**src/rtl/spi_mult_master.sv**
```systemverilog
// -----------------------------------------------------------------------------
// spi_mult_master
//
// SPI master that sends two 4-bit operands to an external multiplier
// peripheral and reads back the 8-bit product.
//
// A transaction has these phases:
//   SETUP : chip select asserted, first data bit presented, sclk low.
//   WRITE : 8 SCLK periods. The shift word {b,a} is sent MSB first.
//   GAP   : GAP_BITS dummy periods while the peripheral multiplies.
//   READ  : 8 SCLK periods. The product is received MSB first.
//   HOLD  : sclk stays low, with cs still asserted, for one half-period.
//   DONE  : one cycle. cs is released, done pulses and result updates.
//
// Handshake: start is a request that is honoured only in IDLE. busy goes high
// on the cycle after the request is taken and stays high until the DONE
// cycle. A request seen while busy is high, or during DONE, is dropped.
//
// Ports:
//   clk, reset   system clock; synchronous active-high reset
//   start, a, b  transaction request and operands (captured on acceptance)
//   busy, done   transaction in flight / one-cycle completion pulse
//   result       last product read back (held between transactions)
//   cs, sclk,    SPI pins: active-low select, serial clock (idles low),
//   mosi, miso   serial data out, serial data in
//   state_dbg    current FSM state, for observation only
// -----------------------------------------------------------------------------
module spi_mult_master #(
    parameter int HALF_PERIOD = 8,
    parameter int GAP_BITS    = 4
) (
    input  logic       clk,
    input  logic       reset,
    input  logic       start,
    input  logic [3:0] a,
    input  logic [3:0] b,
    output logic       busy,
    output logic       done,
    output logic [7:0] result,
    output logic       cs,
    output logic       sclk,
    output logic       mosi,
    input  logic       miso,
    output logic [2:0] state_dbg
);

    localparam logic [2:0] S_IDLE  = 3'd0;
    localparam logic [2:0] S_SETUP = 3'd1;
    localparam logic [2:0] S_WRITE = 3'd2;
    localparam logic [2:0] S_GAP   = 3'd3;
    localparam logic [2:0] S_READ  = 3'd4;
    localparam logic [2:0] S_HOLD  = 3'd5;
    localparam logic [2:0] S_DONE  = 3'd6;

    localparam logic [7:0] DIV_LAST = 8'(HALF_PERIOD - 1);
    localparam logic [3:0] GAP_LAST = 4'(GAP_BITS - 1);

    logic [2:0] state;
    logic [7:0] div;       // clk count within the current half-period
    logic [3:0] bit_cnt;   // SCLK period index within the current phase
    logic [7:0] tx;        // outgoing word; tx[7] is the bit on mosi
    logic [7:0] rx;        // incoming product, shifted in MSB first
    logic       div_wrap;
    logic       phase_last;
    logic       in_txn;

    assign div_wrap = (div == DIV_LAST);

    always_comb begin
        phase_last = 1'b0;
        if (state == S_GAP) begin
            phase_last = (bit_cnt == GAP_LAST);
        end else begin
            phase_last = (bit_cnt == 4'd7);
        end
    end

    always_comb begin
        in_txn = 1'b0;
        case (state)
            S_SETUP, S_WRITE, S_GAP, S_READ, S_HOLD: in_txn = 1'b1;
            default:                                 in_txn = 1'b0;
        endcase
    end

    assign cs        = ~in_txn;
    assign busy      = in_txn;
    assign done      = (state == S_DONE);
    assign state_dbg = state;

    always_ff @(posedge clk) begin
        if (reset) begin
            state   <= S_IDLE;
            div     <= 8'd0;
            bit_cnt <= 4'd0;
            tx      <= 8'h00;
            rx      <= 8'h00;
            result  <= 8'h00;
            sclk    <= 1'b0;
            mosi    <= 1'b0;
        end else begin
            case (state)
                S_IDLE: begin
                    div     <= 8'd0;
                    bit_cnt <= 4'd0;
                    sclk    <= 1'b0;
                    mosi    <= 1'b0;
                    if (start) begin
                        tx    <= {b, a};
                        rx    <= 8'h00;
                        // First bit is presented for the whole SETUP phase.
                        mosi  <= b[3];
                        state <= S_SETUP;
                    end
                end

                S_SETUP: begin
                    if (div_wrap) begin
                        div     <= 8'd0;
                        bit_cnt <= 4'd0;
                        sclk    <= 1'b1;
                        state   <= S_WRITE;
                    end else begin
                        div <= div + 8'd1;
                    end
                end

                S_WRITE, S_GAP, S_READ: begin
                    if (!div_wrap) begin
                        div <= div + 8'd1;
                    end else begin
                        div <= 8'd0;
                        if (sclk) begin
                            // End of the high half: falling edge. Data out
                            // moves here so it is settled well before the
                            // next rising edge; data in is sampled here.
                            sclk <= 1'b0;
                            if (state == S_WRITE) begin
                                tx   <= {tx[6:0], 1'b0};
                                mosi <= (bit_cnt == 4'd7) ? 1'b0 : tx[6];
                            end
                            if (state == S_READ) begin
                                rx <= {rx[6:0], miso};
                            end
                        end else begin
                            // End of the low half closes one SCLK period.
                            if (phase_last) begin
                                bit_cnt <= 4'd0;
                                case (state)
                                    S_WRITE: begin
                                        state <= S_GAP;
                                        sclk  <= 1'b1;
                                    end
                                    S_GAP: begin
                                        state <= S_READ;
                                        sclk  <= 1'b1;
                                    end
                                    default: begin
                                        // Last READ period: no further edge.
                                        state <= S_HOLD;
                                    end
                                endcase
                            end else begin
                                bit_cnt <= bit_cnt + 4'd1;
                                sclk    <= 1'b1;
                            end
                        end
                    end
                end

                S_HOLD: begin
                    if (div_wrap) begin
                        div    <= 8'd0;
                        // Loaded on entry to DONE so result is valid with done.
                        result <= rx;
                        state  <= S_DONE;
                    end else begin
                        div <= div + 8'd1;
                    end
                end

                S_DONE: begin
                    state <= S_IDLE;
                end

                default: begin
                    state <= S_IDLE;
                end
            endcase
        end
    end

endmodule

```
**config.mk**
```make
export PLATFORM = sky130hd
export DESIGN_NAME = spi_mult_master
export DESIGN_NICKNAME = d
export VERILOG_FILES = /design/src/rtl/spi_mult_master.sv
export SDC_FILE = /design/constraint.sdc
export NUM_CORES = 1
export LEC_CHECK = 0
export BUFFER_PORTS_ARGS = -buffer_cell sky130_fd_sc_hd__buf_2
export CAP_MARGIN = 20
export CELL_PAD_IN_SITES_DETAIL_PLACEMENT = 1
export CELL_PAD_IN_SITES_GLOBAL_PLACEMENT = 2
export CORE_AREA = 4 4 85 87
export CTS_CLUSTER_DIAMETER = 150
export DETAILED_ROUTE_END_ITERATION = 10
export DIE_AREA = 0 0 89 91
export GPL_ROUTABILITY_DRIVEN = 0
export MAX_ROUTING_LAYER = met4
export PLACE_DENSITY_LB_ADDON = 0.1
export SYNTH_ARGS = -nofsm -noshare
export SYNTH_HDL_FRONTEND = slang
export SYNTH_SLANG_ARGS = --single-unit
```
**constraint.sdc**
```tcl
create_clock -name clk -period 2.9 [get_ports clk]
set_input_delay 0 -clock clk [delete_from_list [all_inputs] [get_ports clk]]
set_output_delay 0 -clock clk [all_outputs]
set_load 0.05 [all_outputs]
```
==> reports/qor.yml, run 1 <==
max_stage_delay_ns: 0.63
reg2reg_from: "div[3]"
setup_viol: 0
vias_per_cell: 5.023
dr.pass1.iters: 4
ys_warn_count: 0
worst_clock_skew_ns: 0.005484
seq_area_frac_synth: 0.4105
power_mw: 1.900
path_class: "flop to flop"
cts_tree: "yes"
cts_setup_buffers: 0
placed_area_sq_um: 2175
hold_buffers: 7
drv_cap: 0
layout.cells.non_filler: 350
nNetsFinal: 286
slowest_stage: "a2111o_1"
r2r_setup_slack_ns: 0.34
startpoint: "div[3]"
cp_common_cell: "or4_4"
slew_viol_final: 0
crit-reg2reg-capture: "rx[5]"
r2r_cells: 5
antenna_found_initial: 0
hold_violations: 0
crit_arrival_ns: 2.77
cp.depth: 5
rsz0062_at_grt: "no"
cts-resized-gates: 0
first_iter_violations: 82
async_flop_share: 0
chipWidth_um: 89
wire_per_inst_um: 14.19
grt_max_degree: 46
crit_required_ns: 3.11
clkSlewWorstSetupHoldPaths_ns: 0.08
start_util: 0.3072
cts_root_buffer: "clkbuf_8"
dp_slack_ns: 0.3485
io_pins: 28
synth_cell_types: 48
dieHeight_um: 91
relSlewSlack: 0.4210
dp.cells: 335
grt_overflow: 0
hold_path_depth: 4
fmax_mhz: 391.3
crit_chain: "or4_4 -> or4_4 -> a2111o_1 -> or2_2 -> a21oi_1"
ys_ff_latch: 40
cpLargestDelayFamily: "simple AND/OR/NAND/NOR gates"
syn_nets: 249
period_needed_ns: 2.556
fin_area_sq_um: 2352
hold_slack_ns: 0.04426
p_leak_nw: 0.9696
syn_to_final_growth_pct: 20.59
critPathBufInv: 0
startpoint_type: "flop"
synth_ff_type: "dfxtp_1"
avgSynthCellArea_sq_um: 8.301
die_area_sq_um: 8099
final_core_util: 0.3704
clock_sink_count: 40
place_hpwl_mm: 3.499
rows: 29
clk_path_buf_depth: 2
critPathCaptureType: "flop"
grt_pass1_wl_mm: 8.535
port-buffer-count: 27
p_per_area_nw_per_um2: 807.7
worst_hold_path_type: "primary input to flop"
drc: 0
status: "finished clean"
clkLatencyLatePin_ns: 0.29
drive_gt1_frac: 0.2051
numCtsBuffers: 5
crit_fanout: 16
core-area_sq_um: 6350
insertedDiodeCount: 0
grt.total_usage: 0.1340
dr_total_vias: 1758
peakVddDrop_v: 0.0003109
synthCells: 235
worst_slack_ns: 0.3443
fin_crit_sh: 0.8813
drt_wl_total_mm: 4.966
first_global_vias: 1705
tns_ns: 0
cts_htree_levels: 2
hp-start: "miso"
tightest_slew_ns: 0.8685
crit_path_end: "rx[5]"
synth_area_sq_um: 1951
ant_nets: 0
synth_edf_count: 0
[metal layers]
layer  vias up  routed length [um]  track usage
met3         5                 154      0.02715
met5         -                   0            -
met4         0                  45      0.03350
li1        911                   -            -
met2        23                2207       0.1962
met1       819                2558       0.1885
[cell families after synthesis]
logic type	share of synthesized area
simple gates	0.2668
compound gates	0.1956
flops	0.4105
buf+inv	0.05324
mux	0.05132
fa+ha+maj	0.01796
xor+xnor	0.004491
[power breakdown]
part / internal, mW / switching [mW]
Combinational: 0.251 / 0.536
Clock: 0.256 / 0.198
Sequential: 0.618 / 0.0403
Total: 1.13 / 0.775
[cell usage in the layout, fill, tap and decap left out, types with 5 or more instances in the layout]
| master | netlist | layout |
|---|---|---|
| a21oi_1 | 20 | 20 |
| nand2_1 | 38 | 38 |
| clkbuf_8 | 0 | 5 |
| nand3_1 | 5 | 5 |
| dlygate4sd3_1 | 0 | 7 |
| nor3_1 | 6 | 6 |
| buf_2 | 1 | 27 |
| a311oi_1 | 10 | 10 |
| buf_4 | 4 | 9 |
| nor2_1 | 27 | 26 |
| or2_2 | 6 | 6 |
| inv_1 | 7 | 7 |
| mux2i_1 | 10 | 10 |
| dfxtp_1 | 40 | 40 |
[flip-flops by register name (all words and copies together), names as in the netlist]
signal	count
bit_cnt	4
div	8
mosi	1
result	8
rx	8
sclk	1
state_dbg	3
tx	7
[final cells by class]
class	count	area [sq um]
Fill cell	764	3998
Multi-Input combinational cell	175	1049
Sequential cell	40	800.8
Timing Repair Buffer	43	272.8
Tap cell	77	96.34
Clock buffer	6	72.57
Clock inverter	2	35.03
Inverter	7	26.28
[Yosys cell counts, types with 2 or more instances]
cell type   n  share of area
dfxtp_1    40           0.41
nand2_1    38          0.073
nor2_1     27          0.052
a21oi_1    20          0.051
a311oi_1   10          0.045
mux2i_1    10          0.051
inv_1       7          0.013
clkbuf_1    6          0.012
nor3_1      6          0.015
or2_2       6          0.019
nand3_1     5          0.013
buf_4       4          0.015
o21ai_0     4          0.010
or3_1       4          0.013
a22oi_1     3          0.012
nand2b_1    3         0.0096
nand3b_1    3          0.012
nor2b_1     3         0.0096
and3_1      2         0.0064
and3_2      2         0.0077
ha_1        2          0.013
o31ai_1     2         0.0077
or2_0       2         0.0064
or4_4       2          0.012
[worst min path at each step]
stage	endpoint
after floorplan	tx[0]
after global placement	tx[0]
after detailed placement	tx[0]
after CTS	rx[0]
after global routing	rx[0]
final	rx[0]
[worst reg2reg max path: cells and delay by family (launching register included)]
family / cells / cell delay, ns
compound gates: 2 / 0.76
simple gates: 3 / 1.38
flops: 1 / 0.34
Note: power is estimated with default switching activity, not from simulation.
==> run 2: changes to the inputs <==
--- a/config.mk
+++ b/config.mk
@@ -9,10 +9,10 @@
 export CAP_MARGIN = 20
 export CELL_PAD_IN_SITES_DETAIL_PLACEMENT = 1
 export CELL_PAD_IN_SITES_GLOBAL_PLACEMENT = 2
-export CORE_AREA = 4 4 85 87
+export CORE_AREA = 10 10 91 93
 export CTS_CLUSTER_DIAMETER = 150
 export DETAILED_ROUTE_END_ITERATION = 10
-export DIE_AREA = 0 0 89 91
+export DIE_AREA = 0 0 101 103
 export GPL_ROUTABILITY_DRIVEN = 0
 export MAX_ROUTING_LAYER = met4
 export PLACE_DENSITY_LB_ADDON = 0.1
==> run 2 against run 1 <==
  * Wire length grew 7.9%
  * Largest power group unchanged
  * Design area shrank 0.16%
  * Critical path type unchanged
  * Highest routed layer unchanged
  * Combinational power is essentially flat
==> reports/qor.yml, run 2 (synthesized netlist as in run 1, its figures left out) <==
cts-resized-gates: 0  # unchanged
grt_pass1_wl_mm: 9.163  # was 8.535 mm
antenna_found_initial: 0  # unchanged
crit_fanout: 16  # unchanged
layout_common_cells: "40 x dfxtp_1, 38 x nand2_1, 27 x buf_2, 26 x nor2_1, 20 x a21oi_1"  # unchanged
cts_setup_buffers: 0  # unchanged
cts_htree_levels: 2  # unchanged
first_global_vias: 1853  # was 1705
drv_cap: 0  # unchanged
peakVddDrop_v: 0.0003294  # was 0.0003109 V
dr_total_vias: 1779  # was 1758
clkSlewWorstSetupHoldPaths_ns: 0.09  # was 0.08 ns
grt.total_usage: 0.1109  # was 0.1340
dieHeight_um: 103  # was 91 um
clk_path_buf_depth: 2  # unchanged
numCtsBuffers: 5  # unchanged
startpoint_type: "flop"  # unchanged
drc: 0  # unchanged
period_needed_ns: 2.568  # was 2.556 ns
hold_violations: 0  # unchanged
relSlewSlack: 0.4364  # was 0.4210
io_pins: 28  # unchanged
crit_required_ns: 3.13  # was 3.11 ns
cp_common_cell: "or4_4"  # unchanged
slew_viol_final: 0  # unchanged
vias_per_cell: 5.068  # was 5.023
reg_top3: "div (8), result (8), rx (8)"  # unchanged
die_area_sq_um: 10400  # was 8099 sq um
cpLargestDelayFamily: "simple AND/OR/NAND/NOR gates"  # unchanged
fmax_mhz: 389.4  # was 391.3 MHz
clkLatencyLatePin_ns: 0.30  # was 0.29 ns
path_class: "flop to flop"  # unchanged
first_iter_violations: 52  # was 82
layout_commonest_cell: "dfxtp_1"  # unchanged
drive_gt1_frac: 0.2030  # was 0.2051
cts_root_buffer: "clkbuf_8"  # unchanged
p_leak_nw: 0.9585  # was 0.9696 nW
port-buffer-count: 27  # unchanged
syn_to_final_growth_pct: 20.40  # was 20.59%
nNetsFinal: 284  # was 286
dp.cells: 336  # was 335
tightest_slew_ns: 0.8454  # was 0.8685 ns
hold_buffers: 7  # unchanged
dr.pass1.iters: 4  # unchanged
layout.cells.non_filler: 351  # was 350
setup_viol: 0  # unchanged
worst_clock_skew_ns: 0.007616  # was 0.005484 ns
grt_overflow: 0  # unchanged
chipWidth_um: 101  # was 89 um
critPathCaptureType: "flop"  # unchanged
wire_per_inst_um: 15.26  # was 14.19 um
core-area_sq_um: 6569  # was 6350 sq um
cts_tree: "yes"  # unchanged
worst_hold_path_type: "primary input to flop"  # unchanged
crit_chain: "or4_4 -> or4_4 -> a2111o_1 -> or2_2 -> a21oi_1"  # unchanged
place_hpwl_mm: 3.672  # was 3.499 mm
ant_nets: 0  # unchanged
crit_arrival_ns: 2.80  # was 2.77 ns
p_per_area_nw_per_um2: 828.0  # was 807.7 nW/um^2
clock_sink_count: 40  # unchanged
grt_max_degree: 46  # unchanged
fin_crit_sh: 0.8856  # was 0.8813
max_stage_delay_ns: 0.63  # about the same
drt_wl_total_mm: 5.358  # was 4.966 mm
critPathBufInv: 0  # unchanged
tns_ns: 0  # unchanged
status: "finished clean"  # unchanged
slowest_stage: "a2111o_1"  # unchanged
insertedDiodeCount: 0  # unchanged
rsz0062_at_grt: "no"  # unchanged
rows: 30  # was 29
start_util: 0.2970  # was 0.3072
run 2: changes by cell type in the layout (fill, tap and decap cells not counted), sizes merged:
cell,before,now
buf,36,34
clkbuf,6,5
clkinv,1,0
clkinvlp,0,1
inv,7,8
run 2: per-layer routing:
layer / GRT usage / up-vias / part of all wire / wire (um)
met1: 0.1379 / 839 / 0.49 / 2644
met2: 0.1725 / 32 / 0.45 / 2435
met3: 0.02681 / 5 / 0.040 / 215
li1: - / 903 / - / -
met5: - / - / 0 / 0
met4: 0.03751 / 0 / 0.012 / 63
run 2: cell type report:
cell class | count | area, sq um
Fill cell | 797 | 4220
Tap cell | 80 | 100.1
Clock buffer | 5 | 68.82
Timing Repair Buffer | 41 | 257.7
Sequential cell | 40 | 800.8
Clock inverter | 3 | 46.29
Inverter | 7 | 26.28
Multi-Input combinational cell | 175 | 1049
run 2: final timing paths:
path         slack, ns  startpoint     to  cells after the start
max               0.33      div[3]  rx[4]                      5
min               0.02        miso  rx[0]                      4
min reg2reg       0.46       rx[7]  rx[7]                      2
max reg2reg       0.33      div[3]  rx[4]                      5
run 2: worst min-delay path, stage by stage:
cell and delay (ns):
buf_2 0.10, nand2_1 0.04, or2_2 0.09, a21oi_1 0.05
run 2: through the flow:
stage / hold WS, ns / cell area, sq um / utilization / power (mW) / worst slack, ns
after floorplan: 0.1519 / 1953 / - / 1.269 / 0.2264
after global placement: 0.2660 / 2163 / 0.3293 / 1.473 / 0.3676
after detailed placement: 0.2661 / 2163 / 0.3293 / 1.472 / 0.3125
after CTS: 0.01943 / 2349 / 0.3575 / 1.977 / 0.2978
after global routing: 0.04125 / 2349 / 0.3575 / 2.088 / 0.2121
final: 0.02357 / 2349 / 0.3575 / 1.945 / 0.3317
run 2: power by group:
group	switching (mW)	total, mW	internal (mW)
combinational	0.542	0.786	0.245
clock	0.229	0.489	0.260
sequential	0.0507	0.669	0.618
total	0.822	1.94	1.12
==> run 3: changes to the inputs <==
==> constraint.sdc (replaced) <==
create_clock -name clk -period 2.9 [get_ports clk]
set_input_delay 0 -clock clk [delete_from_list [all_inputs] [get_ports clk]]
set_output_delay 0 -clock clk [all_outputs]
set_load 0.005 [all_outputs]
==> run 3 against run 2 <==
  * Clock skew decreased by 0.0047 ns
  * Fmax increased by 0.13%
  * Cell count unchanged
  * Largest cell class unchanged
  * Clock power decreased by 17%
  * Critical path type unchanged
  * Die area unchanged
  * Power decreased by 12%
  * Via count increased by 0.11%
  * Highest routed layer unchanged
==> reports/qor.yml, run 3 (synthesized netlist as in run 1, its figures left out) <==
insertedDiodeCount: 0  # unchanged
tns_ns: 0  # unchanged
numCtsBuffers: 5  # unchanged
status: "finished clean"  # unchanged
crit_fanout: 16  # unchanged
layout_common_cells: "40 x dfxtp_1, 38 x nand2_1, 27 x nor2_1, 27 x buf_2, 20 x a21oi_1"  # was 40 x dfxtp_1, 38 x nand2_1, 27 x buf_2, 26 x nor2_1, 20 x a21oi_1
r2r_cells: 5  # unchanged
cts_root_buffer: "clkbuf_8"  # unchanged
cts_tree: "yes"  # unchanged
setup_viol: 0  # unchanged
reg_top3: "div (8), result (8), rx (8)"  # unchanged
dp.cells: 336  # unchanged
rsz0062_at_grt: "no"  # unchanged
dieHeight_um: 103  # unchanged
hold_path_depth: 4  # unchanged
peakVddDrop_v: 0.0002213  # was 0.0003294 V
hold_buffers: 7  # unchanged
holdPathEnd: "rx[0]"  # unchanged
hp-start: "miso"  # unchanged
p_leak_nw: 0.9473  # was 0.9585 nW
io_pins: 28  # unchanged
drc: 0  # unchanged
cts-resized-gates: 0  # unchanged
period_needed_ns: 2.565  # was 2.568 ns
chipWidth_um: 101  # unchanged
worst_clock_skew_ns: 0.002922  # was 0.007616 ns
crit_arrival_ns: 2.79  # was 2.80 ns
reg2reg_from: "div[3]"  # unchanged
clkLatencyLatePin_ns: 0.30  # about the same
first_global_vias: 1809  # was 1853
fin_crit_sh: 0.8844  # was 0.8856
grt_overflow: 0  # unchanged
slew_viol_final: 0  # unchanged
clkSlewWorstSetupHoldPaths_ns: 0.08  # was 0.09 ns
drive_gt1_frac: 0.1993  # was 0.2030
nNetsFinal: 284  # unchanged
p_per_area_nw_per_um2: 737.8  # was 828.0 nW/um^2
drt_wl_total_mm: 5.359  # was 5.358 mm
grt_pass1_wl_mm: 9.059  # was 9.163 mm
tightest_slew_ns: 0.8449  # was 0.8454 ns
port-buffer-count: 27  # unchanged
wire_per_inst_um: 15.27  # was 15.26 um
drv_cap: 0  # unchanged
grt.total_usage: 0.1110  # was 0.1109
path_class: "flop to flop"  # unchanged
grt_max_degree: 46  # unchanged
core-area_sq_um: 6569  # unchanged
fmax_mhz: 389.9  # was 389.4 MHz
start_util: 0.2970  # unchanged
fin_area_sq_um: 2328  # was 2349 sq um
ant_nets: 0  # unchanged
syn_to_final_growth_pct: 19.37  # was 20.40%
crit-reg2reg-capture: "rx[5]"  # was rx[4]
cts_htree_levels: 2  # unchanged
dr.pass1.iters: 4  # unchanged
clk_path_buf_depth: 2  # unchanged
r2r_setup_slack_ns: 0.34  # was 0.33 ns
clock_sink_count: 40  # unchanged
startpoint_type: "flop"  # unchanged
place_hpwl_mm: 3.799  # was 3.672 mm
layout_commonest_cell: "dfxtp_1"  # unchanged
first_iter_violations: 47  # was 52
relSlewSlack: 0.4367  # was 0.4364
hold_violations: 0  # unchanged
cts_setup_buffers: 0  # unchanged
placed_area_sq_um: 2161  # was 2163 sq um
antenna_found_initial: 0  # unchanged
vias_per_cell: 5.074  # was 5.068
crit_required_ns: 3.12  # was 3.13 ns
rows: 30  # unchanged
worst_hold_path_type: "primary input to flop"  # unchanged
dr_total_vias: 1781  # was 1779
critPathCaptureType: "flop"  # unchanged
layout.cells.non_filler: 351  # unchanged
die_area_sq_um: 10400  # unchanged
-- run 3: cell count changes in the layout (fill, tap and decap cells not counted) --
cell,change
nor2_2,-1
clkbuf_8,+1
nor2_1,+1
bufinv_16,-1
clkinvlp_4,+1
inv_6,-1
-- run 3: cell type report --
cell class	count	area [sq um]
fill	806	4240
multi-input combinational	175	1046
sequential	40	800.8
timing repair buffer	41	257.7
tap	80	100.1
clock buffer	6	82.58
inverter	7	26.28
clock inverter	2	15.01
-- run 3: worst max-delay path by stage --
stage / start / to / slack, ns / cells after the start
floorplan: div[3] / rx[6] / 0.58 / 6
finish: div[3] / rx[5] / 0.34 / 5
global placement: div[3] / rx[1] / 0.40 / 5
global route: div[3] / rx[5] / 0.21 / 5
CTS: div[3] / rx[5] / 0.32 / 5
detailed placement: div[3] / rx[5] / 0.32 / 5
-- run 3: report_power, final --
part           switching [mW]  internal (mW)
Combinational           0.397          0.242
Sequential             0.0556          0.618
Clock                   0.213          0.193
-- run 3: metal layers --
metal  track usage  share of wire  up-vias  wire length, um
met3       0.02949          0.032        5              170
met4       0.03215         0.0067        0               36
li1              -              -      907                -
met5             -              0        -                0
met2        0.1705           0.46       24             2481
met1        0.1399           0.50      845             2671
-- run 3: through the flow --
| step | setup WS [ns] | power (mW) | hold slack, ns | utilization |
|---|---|---|---|---|
| global placement | 0.3986 | 1.334 | 0.2620 | 0.3290 |
| finish | 0.3352 | 1.718 | 0.02649 | 0.3545 |
| floorplan | 0.5758 | 1.137 | 0.1519 | - |
| global route | 0.2144 | 1.872 | 0.04567 | 0.3545 |
| detailed placement | 0.3214 | 1.332 | 0.2720 | 0.3290 |
| CTS | 0.3190 | 1.753 | 0.01946 | 0.3545 |
-- run 3: worst max-delay path, cell delays in order (launching register included) --
cell and delay (ns):
dfxtp_1 0.35, or4_4 0.55, or4_4 0.47, a2111o_1 0.62, or2_2 0.37, a21oi_1 0.15
